<file path="config.mk">
export PLATFORM = sky130hd
export DESIGN_NAME = mem_arbiter
export DESIGN_NICKNAME = d
export VERILOG_FILES = /design/src/rtl/mem_pkg.sv /design/src/rtl/mem_arbiter_rr_arb2.sv /design/src/rtl/mem_arbiter.sv
export SDC_FILE = /design/constraint.sdc
export NUM_CORES = 1
export LEC_CHECK = 0
export ABC_AREA = 0
export BUFFER_PORTS_ARGS = -buffer_cell sky130_fd_sc_hd__buf_2
export CAP_MARGIN = 20
export CORE_ASPECT_RATIO = 1.2
export CORE_UTILIZATION = 41
export DETAILED_ROUTE_END_ITERATION = 7
export GPL_ROUTABILITY_DRIVEN = 0
export PLACE_DENSITY = 0.86
export RECOVER_POWER = 50
export SLEW_MARGIN = 20
export SYNTH_ARGS = -nofsm -noshare
export SYNTH_HDL_FRONTEND = slang
export SYNTH_HIERARCHICAL = 1
export SYNTH_SLANG_ARGS = --single-unit
export TNS_END_PERCENT = 100
</file>
<file path="constraint.sdc">
create_clock -name clk -period 1.5 [get_ports clk]
set_clock_uncertainty 0.05 [all_clocks]
set_input_delay 0.15 -clock clk [delete_from_list [all_inputs] [get_ports clk]]
set_output_delay 0.15 -clock clk [all_outputs]
set_load 0.01 [all_outputs]
</file>
<file path="src/rtl/mem_pkg.sv">
`default_nettype none
// ============================================================================
//  Module      : mem_pkg
//  Description : Shared constants for the unified-memory arbiter: address,
//                line and tag widths, FSM state encodings and owner codes.
//  Revision    : 1.0  initial release
// ============================================================================
package mem_pkg;

    localparam int ADDR_W = 14;             // line address, word address [15:2]
    localparam int LINE_W = 64;             // cache line width
    localparam int TAG_W  = 8;              // cache tag width
    localparam int IDX_W  = ADDR_W - TAG_W; // cache index width

    typedef logic [1:0] state_t;

    localparam logic [1:0] S_IDLE = 2'd0;
    localparam logic [1:0] S_WB   = 2'd1;
    localparam logic [1:0] S_FILL = 2'd2;
    localparam logic [1:0] S_DONE = 2'd3;

    localparam logic [0:0] OWN_I = 1'b0;
    localparam logic [0:0] OWN_D = 1'b1;

endpackage
`default_nettype wire

</file>
<file path="src/rtl/mem_arbiter_rr_arb2.sv">
`default_nettype none
// ============================================================================
//  Module      : rr_arb2
//  Description : Two-way round-robin pick between the I and D miss requests.
//                On a tie the side that was not served last wins.
//  Ports       : req_i, req_d  - request levels
//                last_d        - last-served pointer (0 = I, 1 = D)
//                gnt_valid     - at least one request present
//                gnt_d         - winner is D (else I)
//  Revision    : 1.0  initial release
// ============================================================================
module rr_arb2
    import mem_pkg::*;
(
    input  logic req_i,
    input  logic req_d,
    input  logic last_d,
    output logic gnt_valid,
    output logic gnt_d
);

    assign gnt_valid = req_i | req_d;
    // D wins when alone, or on a tie when I was served last.
    assign gnt_d     = req_d & (~req_i | (last_d == OWN_I));

endmodule
`default_nettype wire

</file>
<file path="src/rtl/mem_arbiter.sv">
`default_nettype none
// ============================================================================
//  Module      : mem_arbiter
//  Description : Shares the single-ported unified memory between the I-cache
//                and D-cache miss paths. Grants one requester at a time with
//                round-robin priority, writes back a dirty D victim first,
//                then fills the line and strobes it into the owning cache.
//  Ports       : clk, rst_n            - clock, async active-low reset
//                i_req, i_addr         - I-cache miss request / line address
//                d_req, d_addr         - D-cache miss request / line address
//                d_dirty, d_victim_tag - D victim state for write-back
//                m_rdy, m_rd_data      - memory completion / read line
//                m_addr, m_re, m_we    - memory address and commands
//                i_gnt, d_gnt          - requester owns the memory
//                i_fill_we, d_fill_we  - one-cycle fill strobes
//                fill_data             - registered fill line
//                busy                  - arbiter not idle
//  Revision    : 1.0  initial release
// ============================================================================
module mem_arbiter
    import mem_pkg::*;
(
    input  logic              clk,
    input  logic              rst_n,
    input  logic              i_req,
    input  logic [ADDR_W-1:0] i_addr,
    input  logic              d_req,
    input  logic [ADDR_W-1:0] d_addr,
    input  logic              d_dirty,
    input  logic [TAG_W-1:0]  d_victim_tag,
    input  logic              m_rdy,
    input  logic [LINE_W-1:0] m_rd_data,
    output logic [ADDR_W-1:0] m_addr,
    output logic              m_re,
    output logic              m_we,
    output logic              i_gnt,
    output logic              d_gnt,
    output logic              i_fill_we,
    output logic              d_fill_we,
    output logic [LINE_W-1:0] fill_data,
    output logic              busy
);

    state_t              r_state;
    logic                r_owner;
    logic                r_last;
    logic [ADDR_W-1:0]   r_addr;
    logic [TAG_W-1:0]    r_tag;
    logic [LINE_W-1:0]   r_fill_data;

    logic                w_valid;
    logic                w_pick_d;

    rr_arb2 u_rr_arb2 (
        .req_i     (i_req),
        .req_d     (d_req),
        .last_d    (r_last),
        .gnt_valid (w_valid),
        .gnt_d     (w_pick_d)
    );

    always_ff @(posedge clk or negedge rst_n) begin
        if (!rst_n) begin
            r_state     <= S_IDLE;
            r_owner     <= OWN_I;
            r_last      <= OWN_I;
            r_addr      <= '0;
            r_tag       <= '0;
            r_fill_data <= '0;
        end else begin
            case (r_state)
                S_IDLE: begin
                    if (w_valid) begin
                        r_owner <= w_pick_d;
                        r_addr  <= w_pick_d ? d_addr : i_addr;
                        r_tag   <= d_victim_tag;
                        // Write-back decision is taken at grant time, so
                        // later changes on d_dirty do not matter.
                        r_state <= (w_pick_d && d_dirty) ? S_WB : S_FILL;
                    end
                end
                S_WB: begin
                    if (m_rdy) begin
                        r_state <= S_FILL;
                    end
                end
                S_FILL: begin
                    if (m_rdy) begin
                        r_fill_data <= m_rd_data;
                        r_state     <= S_DONE;
                    end
                end
                S_DONE: begin
                    r_last  <= r_owner;
                    r_state <= S_IDLE;
                end
                default: begin
                    r_state <= S_IDLE;
                end
            endcase
        end
    end

    // Memory controls decode purely from state, so an asynchronous reset
    // drops them at once and WB/FILL can never overlap.
    always_comb begin
        m_addr = '0;
        m_re   = 1'b0;
        m_we   = 1'b0;
        case (r_state)
            S_WB: begin
                m_we   = 1'b1;
                m_addr = {r_tag, r_addr[IDX_W-1:0]};
            end
            S_FILL: begin
                m_re   = 1'b1;
                m_addr = r_addr;
            end
            default: begin
                m_addr = '0;
            end
        endcase
    end

    assign busy      = (r_state != S_IDLE);
    assign i_gnt     = busy && (r_owner == OWN_I);
    assign d_gnt     = busy && (r_owner == OWN_D);
    assign i_fill_we = (r_state == S_DONE) && (r_owner == OWN_I);
    assign d_fill_we = (r_state == S_DONE) && (r_owner == OWN_D);
    assign fill_data = r_fill_data;

endmodule
`default_nettype wire

</file>
==> metrics.md, run 1 <==
| Metric | Value |
|---|---|
| Mapped cell area | `0.00385 mm2` |
| Worst hold path type | `primary input to flip-flop` |
| Initial antenna violation count | `0` |
| Worst-Skew Late Latency | `0.35 ns` |
| Cell Count Post-Placement | `584` |
| MaxCap Viol Count | `0` |
| GRT Overall Usage | `24.2%` |
| CP Data Required Time | `1.30 ns` |
| Crit path time final | `1.83 ns` |
| Final Slew Violations | `0` |
| IO Pins | `191` |
| Via/cell ratio | `between 4 and 5` |
| CTS tree | `done` |
| Crit start category | `flip-flop` |
| Root Buffer | `clkbuf_8` |
| Setup TNS | `-11.92 ns` |
| CORE AREA | `0.00908 mm2` |
| CP endpoint kind | `output port` |
| Setup slack after layout | `-0.333 ns` |
| Max incr delay on CP | `0.43 ns` |
| Routed len/inst | `approximately 18 um` |
| Final Hold Fails | `0` |
| Share of layout cells above drive strength 1 | `61.8%` |
| Period utilization | `122%` |
| Critical Path AT | `1.63 ns` |
| DRT antenna net count | `0` |
| Crit-path slowest cell | `dfrtp_1` |
| Storage cell area | `around 0.0023 mm2` |
| Initial Utilization | `a little over two fifths` |
| Routed vias | `roughly 3300` |
| VDD IR max | `roughly 1100 uV` |
| Fill count | `582` |
| Pleak | `approximately 0.0033 uW` |
| Final setup fails | `84` |
| Crit-path cells | `buf_6 > ha_4 > buf_12 > a22oi_2 > nor2b_2 > buf_2` |
| Core Rows | `38` |
| First-pass GRT wire length | `18000 um` |
| Die Wd | `90.5 um` |
| Max clock buf depth | `2` |
| Crit Path Class | `flip-flop to output port` |
| Synth cell types | `23` |
| Dpl hpwl | `~6500 um` |
| CP Max Fanout | `8` |
| Gate Count Post-Synth | `between 200 and 300` |
| Pwr dens | `2020 mW/mm2` |
| Gr ovfl total | `0` |
| Die ar. | `0.00978 mm2` |
| Synthesized flop and latch total | `90` |
| Final Power | `13500 uW` |
| Vias in the first global route | `3717` |
| Clk slew on worst S/H paths | `0.09 ns` |
| Cts bufs inserted | `9` |
| PortBufs | `190` |
| Outcome | `complete, but fails checks` |
| Bufs and invs on worst path | `3` |
| YS warnings | `6` |
| RSZ-0062 raised after global routing | `yes` |
| Largest net degree at the start of global routing | `50` |
| DRC viols | `0` |
| Cell Count, Final, Fillers Out | `around 700` |
| Antenna diodes | `0` |
| Nets | `675` |
| Final WL | `between 10000 and 15000 um` |
| H-tree depth | `3` |
| Multi-input combinational cell area | `between 0.0015 and 0.002 mm2` |
| Measured slew at the worst slew-check pin | `0.777 ns` |
| Initial DRC count | `125` |
| Fmax | `546 MHz` |
| Area growth, synth to finish | `73.4%` |
| Hold Slack | `between 0.03 and 0.04 ns` |
| Die Ht | `between 100 and 150 um` |
| CTS Sinks | `90` |
| Crit path max-delay family | `buffers and inverters` |
| Syn avg cell area | `14.4 um2` |
| Failing checks | `setup timing` |
| Normalized max-slew margin | `48.2%` |
| Drt pass-1 iters | `4` |
| Seq/Total Area, Yosys | `58.5%` |
| Syn Nets | `379` |
==> cells in the final DEF (no fill, tap or decap), types with 7 or more instances in the layout <==
cell type / n
mux2i_1: 15
mux2_4: 43
mux2_2: 32
dlygate4sd3_1: 73
buf_2: 179
and2_4: 7
nand2_1: 14
o21ai_0: 12
buf_6: 16
dfrtp_1: 90
clkbuf_8: 10
a22oi_2: 8
buf_4: 9
buf_12: 10
==> routing by layer <==
layer | GRT usage (%) | share of wire, %
met1 | 24.6 | 36
met2 | 47.0 | 57
met3 | 4.92 | 4.0
met4 | 11.6 | 3.4
met5 | 0 | 0
==> layout make-up <==
class | count | share of cell area, %
Sequential cell | 90 | 33.7
Timing Repair Buffer | 295 | 33.0
Multi-Input combinational cell | 163 | 27.5
Tap cell | 120 | 2.25
Clock buffer | 11 | 2.12
Clock inverter | 5 | 1.16
Inverter | 4 | 0.262
==> final timing paths <==
check,start,endpoint,slack [ns],depth (start not counted)
max in group asynchronous,rst_n,fill_data[22],0.23,3
hold / removal,i_addr[4],r_addr[4],0.03,3
setup / recovery,r_state[0],m_addr[8],-0.33,6
min in group asynchronous,rst_n,r_tag[6],0.35,2
hold reg to reg,r_addr[2],r_addr[2],0.44,2
setup reg to reg,r_state[0],fill_data[18],-0.19,7
==> sequential cells by signal, summed over array words and instances (netlist names) <==
name	cells
r_tag	8
r_last	1
r_owner	1
fill_data	64
r_state	2
r_addr	14
==> repair_timing <==
action                     in CTS  in global routing
pin swaps                       9                  4
gates resized for setup        64                 51
buffers inserted                9                  1
setup endpoints to repair      86                102
hold buffers                   73                  0
gates cloned                    6                  2
hold endpoints to repair      100                  0
==> cells in the mapped netlist (all sizes together) <==
master / n / share of area [%]
mux2i: 15 / 3.9
nand2: 16 / 1.9
a21boi: 1 / 0.20
mux2: 75 / 22
dfrtp: 90 / 58
nand3: 1 / 0.13
nor2: 2 / 0.20
nor2b: 10 / 1.6
o22ai: 1 / 0.32
or2: 1 / 0.16
inv: 4 / 0.39
buf: 5 / 0.94
clkbuf: 8 / 2.3
a22oi: 8 / 1.6
o21ai: 16 / 2.1
and2: 7 / 1.1
o21a: 1 / 0.20
ha: 6 / 1.9
==> per-stage QoR <==
step,util [%],setup slack (ns),area [um2]
6_report,73.5,-0.333,6680
4_1_cts,71.9,-0.279,6530
5_1_grt,73.5,-0.393,6680
2_1_floorplan,-,-0.0531,3860
3_3_place_gp,55.7,0.0186,5060
3_5_place_dp,55.7,-0.0533,5060
==> kinds of logic after synthesis <==
kind of cell	count (synthesis)	synth area share, %
and+or+nand+nor	37	5.20
adders and majority gates	6	1.95
DFF	90	58.5
AOI/OAI and AO/OA	27	4.36
muxes	90	26.3
buffers and inverters	17	3.67
==> power by group <==
part	total (uW)	internal (uW)	switching (uW)
clock network	1810	979	831
registers	4480	3670	806
logic	7200	4160	3050
==> worst min-delay path, stage by stage <==
cell and delay, ns:
buf_2 0.07, mux2i_1 0.05, o21ai_0 0.14
Note: power is estimated with default switching activity, not from simulation.
==> run 2: changes to the inputs <==
CORE_ASPECT_RATIO = default   (was 1.2)
PLACE_DENSITY = default   (was 0.86)
PLACE_DENSITY_LB_ADDON = 0.08   (was default)
==> run 2 against run 1 <==
Cell count is 0.44% lower. Clock power is 6% lower. The flow still finishes with violations (setup timing). Largest power group unchanged. Critical endpoint is now m_addr[2]. Register-to-register slack hardly changed. Critical path depth is 1 lower. Hold slack worse by 0.012 ns. Combinational power is 5.6% higher. Critical path type unchanged. Count of clock-buffer cells in the layout stayed put. Setup slack better by 0.053 ns.
==> metrics.md, run 2 (same netlist as run 1, synthesis figures left out) <==
| Metric | Value |
|---|---|
| Largest register FFs | `64 (unchanged)` |
| Worst-Skew Late Latency | `0.34 ns (about the same)` |
| IO Pins | `191 (unchanged)` |
| Core Rows | `34 (-11%)` |
| H-tree depth | `3 (unchanged)` |
| Clk slew on worst S/H paths | `0.09 ns (about the same)` |
| Setup slack after layout | `-0.280 ns (+0.0531 ns)` |
| Worst Min Path Start | `i_addr[13]` |
| Max clock buf depth | `2 (unchanged)` |
| DRT antenna net count | `0 (unchanged)` |
| Crit path max-delay family | `flip-flops` |
| Initial DRC count | `78 (-38%)` |
| CORE AREA | `0.00889 mm2 (-2.1%)` |
| CP Data Required Time | `1.30 ns (about the same)` |
| Hold Slack | `0.0194 ns (-0.0124 ns)` |
| Failing checks | `setup timing` |
| Dpl hpwl | `6570 um (+1.8%)` |
| Final Slew Violations | `0 (unchanged)` |
| Normalized max-slew margin | `42.5% (-5.7 points)` |
| Area growth, synth to finish | `76.7%` |
| Commonest cells after routing, fill and taps aside | `buf_2 (181), dfrtp_1 (90), dlygate4sd3_1 (73), mux2_4 (57), buf_6 (26)` |
| PortBufs | `190 (unchanged)` |
| Area post-placement | `0.00507 mm2 (+0.25%)` |
| Die Wd | `98.9 um (+9.3%)` |
| Critical Path AT | `1.58 ns (-0.05 ns)` |
| Period utilization | `119% (-3.5 points)` |
| Root Buffer | `clkbuf_8` |
| Worst Setup SP | `r_state[0]` |
| Worst reg2reg path startpoint | `r_state[0]` |
| GRT Overall Usage | `22.4% (-1.8 points)` |
| Final setup fails | `88 (+4.8%)` |
| Max incr delay on CP | `0.42 ns (about the same)` |
| Hold Crit Depth | `3 (unchanged)` |
| First-pass GRT wire length | `16900 um (-6.0%)` |
| VDD IR max | `1080 uV (-1.1%)` |
| Final Hold Fails | `0 (unchanged)` |
| Measured slew at the worst slew-check pin | `0.862 ns (+0.0851 ns)` |
| FF-to-FF End | `fill_data[24]` |
| Gr ovfl total | `0 (unchanged)` |
| Worst Hold End | `r_addr[13]` |
| Nets | `684 (+1.3%)` |
| Setup TNS | `-11.17 ns (+0.750 ns)` |
| Worst hold path type | `primary input to flip-flop` |
| Crit start category | `flip-flop` |
| Antenna diodes | `0 (unchanged)` |
| Crit Path Class | `flip-flop to output port` |
| Pwr dens | `2020 mW/mm2 (-0.18%)` |
| CTS Sinks | `90 (unchanged)` |
| Via/cell ratio | `4.83 (-0.46%)` |
| Initial Utilization | `43.3% (+0.91 points)` |
| Cells on worst reg2reg path | `8 (+1)` |
| CP Max Fanout | `6 (-2)` |
| Routed len/inst | `16.9 um (-5.3%)` |
| Largest net degree at the start of global routing | `41 (-18%)` |
| Most common cell after layout, fill and taps aside | `buf_2` |
| Final Power | `13700 uW (+1.7%)` |
| MaxCap Viol Count | `0 (unchanged)` |
| Drt pass-1 iters | `4 (unchanged)` |
| Die Ht | `98.9 um (-8.6%)` |
| DRC viols | `0 (unchanged)` |
| Cts bufs inserted | `9 (unchanged)` |
| Crit-path slowest cell | `dfrtp_1` |
| CP endpoint kind | `output port` |
| Bufs and invs on worst path | `2 (-1)` |
| Pleak | `0.00345 uW (+3.5%)` |
| Vias in the first global route | `3545 (-4.6%)` |
| Pre-CTS setup slack | `-0.0299 ns (+0.0234 ns)` |
| Final WL | `11600 um (-5.7%)` |
| RSZ-0062 raised after global routing | `yes` |
| Routed vias | `3311 (-0.90%)` |
| Reg-to-reg slack, setup | `-0.18 ns (about the same)` |
| Die ar. | `0.00978 mm2 (about the same)` |
| Fmax | `562 MHz (+3.0%)` |
| Crit path time final | `1.78 ns (-0.0531 ns)` |
| Initial antenna violation count | `0 (unchanged)` |
| Share of layout cells above drive strength 1 | `62.7% (+0.94 points)` |
| Crit-path cells | `buf_6 > ha_4 > o21a_4 > and2_1 > buf_2` |
| Final instance area | `0.00680 mm2 (+1.9%)` |
| CTS tree | `done` |
| Outcome | `complete, but fails checks` |
[run 2: cell types whose count changed in the layout (fill, tap and decap cells not counted), moves of 3 or more]
cell     previous run  this run
mux2_2             32        18
mux2_4             43        57
buf_6              16        26
nand2_1            14         8
nand2_2             0         6
o21ai_0            12         6
nor2b_1             5        10
nor2b_2             4         0
and2_1              0         3
and2_4              7         4
o21ai_1             4         7
o21ai_2             0         3
[run 2: final cells by class]
cell class / count / area [um2]
tap: 108 / 135
sequential: 90 / 2250
fill: 581 / 2090
inverter: 4 / 20.0
clock inverter: 5 / 62.6
multi-input combinational: 162 / 1870
clock buffer: 11 / 141
timing repair buffer: 305 / 2320
[run 2: per-layer routing]
layer / wire [um] / vias to the layer above / GRT usage (%)
li1: - / 1551 / -
met1: 4620 / 1600 / 25.0
met2: 5960 / 137 / 41.1
met3: 752 / 23 / 5.53
met4: 236 / 0 / 8.38
met5: 0 / - / 0
[run 2: worst register-to-register path, delay by kind of cell, from the launching register on]
family,cells,cell delay (ns)
adder cells (fa/ha/maj),1,0.15
buffers and inverters,5,0.61
flip-flops,1,0.42
multiplexers,1,0.29
AND/OR/NAND/NOR,1,0.07
[run 2: how the worst max path moves through the flow]
stage | endpoint | slack (ns) | depth (start not counted)
2_1_floorplan | r_state[0] | -0.05 | 6
3_3_place_gp | fill_data[26] | 0.002 | 5
3_5_place_dp | r_state[0] | -0.03 | 5
4_1_cts | m_addr[3] | -0.27 | 5
5_1_grt | m_addr[13] | -0.33 | 5
6_report | m_addr[2] | -0.28 | 5
[run 2: through the flow]
step	utilization [%]	cells
6_report	76.5	685
5_1_grt	76.5	685
4_1_cts	73.5	682
3_5_place_dp	57.1	574
3_3_place_gp	57.1	574
2_1_floorplan	-	267
[run 2: repair_timing]
item / CTS / global route
gates cloned: 6 / 2
setup buffers: 13 / 3
endpoints found under the setup margin: 63 / 104
pin swaps: 17 / 6
resized for setup: 50 / 90
hold endpoints to repair: 162 / 0
hold buffers: 73 / 0
[run 2: power by group]
part | internal [uW] | switching, uW
combinational | 4470 | 3130
clock | 826 | 876
sequential | 3670 | 750
==> run 3: changes to the inputs <==
SKIP_LAST_GASP = 1   (was default)
==> run 3 against run 2 <==
The flow still finishes with violations (setup timing). Count of clock-buffer cells in the layout unchanged. Setup slack improved by 0.018 ns. Hold slack improved by 0.017 ns. Die area unchanged. Largest cell class unchanged.
==> metrics.md, run 3 (same netlist as run 1, synthesis figures left out) <==
| Metric | Value |
|---|---|
| Outcome | `complete, but fails checks` |
| Failing checks | `setup timing` |
| Pwr dens | `1970 mW/mm2 (-2.1%)` |
| CP Data Required Time | `1.30 ns (about the same)` |
| H-tree depth | `3 (unchanged)` |
| Initial Utilization | `43.3% (unchanged)` |
| Fmax | `567 MHz (+1.0%)` |
| PortBufs | `190 (unchanged)` |
| Highest routed layer | `met4` |
| Die Ht | `98.9 um (unchanged)` |
| Area growth, synth to finish | `73.9%` |
| Largest register FFs | `64 (unchanged)` |
| Share of layout cells above drive strength 1 | `61.0% (-1.7 points)` |
| Die Wd | `98.9 um (unchanged)` |
| Pleak | `0.00333 uW (-3.7%)` |
| Gr ovfl total | `0 (unchanged)` |
| GRT Overall Usage | `22.5% (+0.058 points)` |
| Fin util | `75.3% (-1.2 points)` |
| Nets | `689 (+0.73%)` |
| RSZ-0062 raised after global routing | `yes` |
| Clk slew on worst S/H paths | `0.09 ns (about the same)` |
| Final setup fails | `97 (+10%)` |
| DRT antenna net count | `0 (unchanged)` |
| CTS tree | `done` |
| CP Max Fanout | `6 (unchanged)` |
| Core Rows | `34 (unchanged)` |
| Crit path time final | `1.76 ns (-0.0177 ns)` |
| Cell Count Post-Placement | `574 (unchanged)` |
| Crit start category | `flip-flop` |
| Via/cell ratio | `4.74 (-1.9%)` |
| CORE AREA | `0.00889 mm2 (unchanged)` |
| MaxCap Viol Count | `0 (unchanged)` |
| Storage cell area | `0.00225 mm2 (unchanged)` |
| Sw Share | `34.5% (-0.21 points)` |
| Met2 WL | `5680 um (-4.7%)` |
| Measured slew at the worst slew-check pin | `0.863 ns (+0.00112 ns)` |
| Cell Count, Final, Fillers Out | `690 (+0.73%)` |
| Commonest cells after routing, fill and taps aside | `buf_2 (183), dfrtp_1 (90), dlygate4sd3_1 (73), mux2_2 (50), mux2_4 (25)` |
| Setup TNS | `-13.99 ns (-2.82 ns)` |
| Critical Path AT | `1.56 ns (-0.02 ns)` |
| DRC viols | `0 (unchanged)` |
| Root Buffer | `clkbuf_8` |
| Clk pwr share | `12.8% (+0.4 points)` |
| Final WL | `11100 um (-4.5%)` |
| Most common cell after layout, fill and taps aside | `buf_2` |
| Routed len/inst | `16.0 um (-5.2%)` |
| Sequential Power Share | `33.0% (+0.8 points)` |
| Setup slack after layout | `-0.262 ns (+0.0177 ns)` |
| Drt pass-1 iters | `4 (unchanged)` |
| Pre-CTS setup slack | `-0.0299 ns (unchanged)` |
| Dpl hpwl | `6570 um (unchanged)` |
| Worst-Skew Late Latency | `0.34 ns (about the same)` |
| Vias in the first global route | `3541 (-0.11%)` |
| CTS Sinks | `90 (unchanged)` |
| Worst hold path type | `primary input to flip-flop` |
| IO Pins | `191 (unchanged)` |
| Period utilization | `117% (-1.2 points)` |
| Cts bufs inserted | `9 (unchanged)` |
| Initial antenna violation count | `0 (unchanged)` |
| Psw | `4560 uW (-4.3%)` |
| Routed vias | `3271 (-1.2%)` |
| Fill count | `600 (+3.3%)` |
| CP endpoint kind | `output port` |
| Die ar. | `0.00978 mm2 (unchanged)` |
| Largest net degree at the start of global routing | `41 (unchanged)` |
| Antenna diodes | `0 (unchanged)` |
| Max clock buf depth | `2 (unchanged)` |
| Comb power frac | `54.2% (-1.2 points)` |
| Met1 WL | `4520 um (-2.2%)` |
| Crit Path Class | `flip-flop to output port` |
| Final Hold Fails | `0 (unchanged)` |
| Met3 Routed Length | `696 um (-7.4%)` |
| Multi-input combinational cell area | `0.00171 mm2 (-8.6%)` |
| Power Internal | `8660 uW (-3.4%)` |
| VDD IR max | `983 uV (-8.8%)` |
| Final Slew Violations | `0 (unchanged)` |
| Initial DRC count | `68 (-13%)` |
| Normalized max-slew margin | `42.5% (-0.075 points)` |
| Final Power | `13200 uW (-3.7%)` |
| First-pass GRT wire length | `17000 um (+0.41%)` |
==> run 3: cell types whose count changed in the layout (fill, tap and decap cells not counted), moves of 2 or more <==
| cell | delta |
|---|---|
| o21ai_1 | -7 |
| buf_2 | +2 |
| nand2_2 | -6 |
| buf_4 | +4 |
| buf_12 | +3 |
| mux2_2 | +32 |
| buf_6 | -4 |
| mux2_4 | -32 |
| o21ai_2 | -2 |
| o21ai_0 | +9 |
| nand2_1 | +6 |
==> run 3: worst max-delay path: stages (launching register included) <==
cell	delay [ns]
dfrtp_1	0.42
buf_6	0.14
ha_4	0.17
o21a_4	0.21
and2_1	0.13
buf_2	0.14
==> run 3: repair_timing <==
action,in CTS,in global routing
endpoints found under the hold margin,162,0
gates cloned,6,2
pin swaps,16,5
resized for setup,46,42
buffers inserted,13,10
endpoints found under the setup margin,63,105
hold buffers,73,0
==> run 3: final timing paths <==
kind                       startpoint            end  slack, ns  depth (start not counted)
min reg2reg                 r_addr[2]      r_addr[2]       0.43                          2
max                        r_state[0]      m_addr[2]      -0.26                          5
min                        i_addr[13]     r_addr[13]       0.04                          3
max reg2reg                r_state[0]  fill_data[40]      -0.21                          8
max in group asynchronous       rst_n  fill_data[53]       0.18                          3
min in group asynchronous       rst_n     r_addr[12]       0.38                          2
==> run 3: per-layer routing <==
metal | vias to the layer above | track usage [%]
met5 | - | 0
met4 | 0 | 8.15
met3 | 14 | 5.39
met2 | 117 | 40.7
met1 | 1576 | 25.7
li1 | 1564 | -
==> run 3: power groups by stage <==
| stage | clock, uW | combinational [uW] | sequential, uW |
|---|---|---|---|
| after floorplan | 0 | 2670 | 4680 |
| after global placement | 0 | 5140 | 4230 |
| after detailed placement | 0 | 5250 | 4280 |
| after CTS | 1740 | 6650 | 4290 |
| after global routing | 1840 | 7650 | 4510 |
| final | 1690 | 7160 | 4370 |
==> run 3: per-stage QoR <==
stage                     area (um2)  hold WS [ns]
after floorplan                 3860        -0.196
after global placement          5070       -0.0161
after detailed placement        5070       -0.0202
after CTS                       6530        0.0280
after global routing            6700        0.0422
final                           6700        0.0367
==> run 3: final cells by class <==
type / instances / area share, %
well taps: 108 / 2.02
flip-flops and latches: 90 / 33.6
multi-input cells: 162 / 25.5
repair buffers: 310 / 35.5
clock inverters: 5 / 0.934
clock buffers: 11 / 2.11
inverters: 4 / 0.299
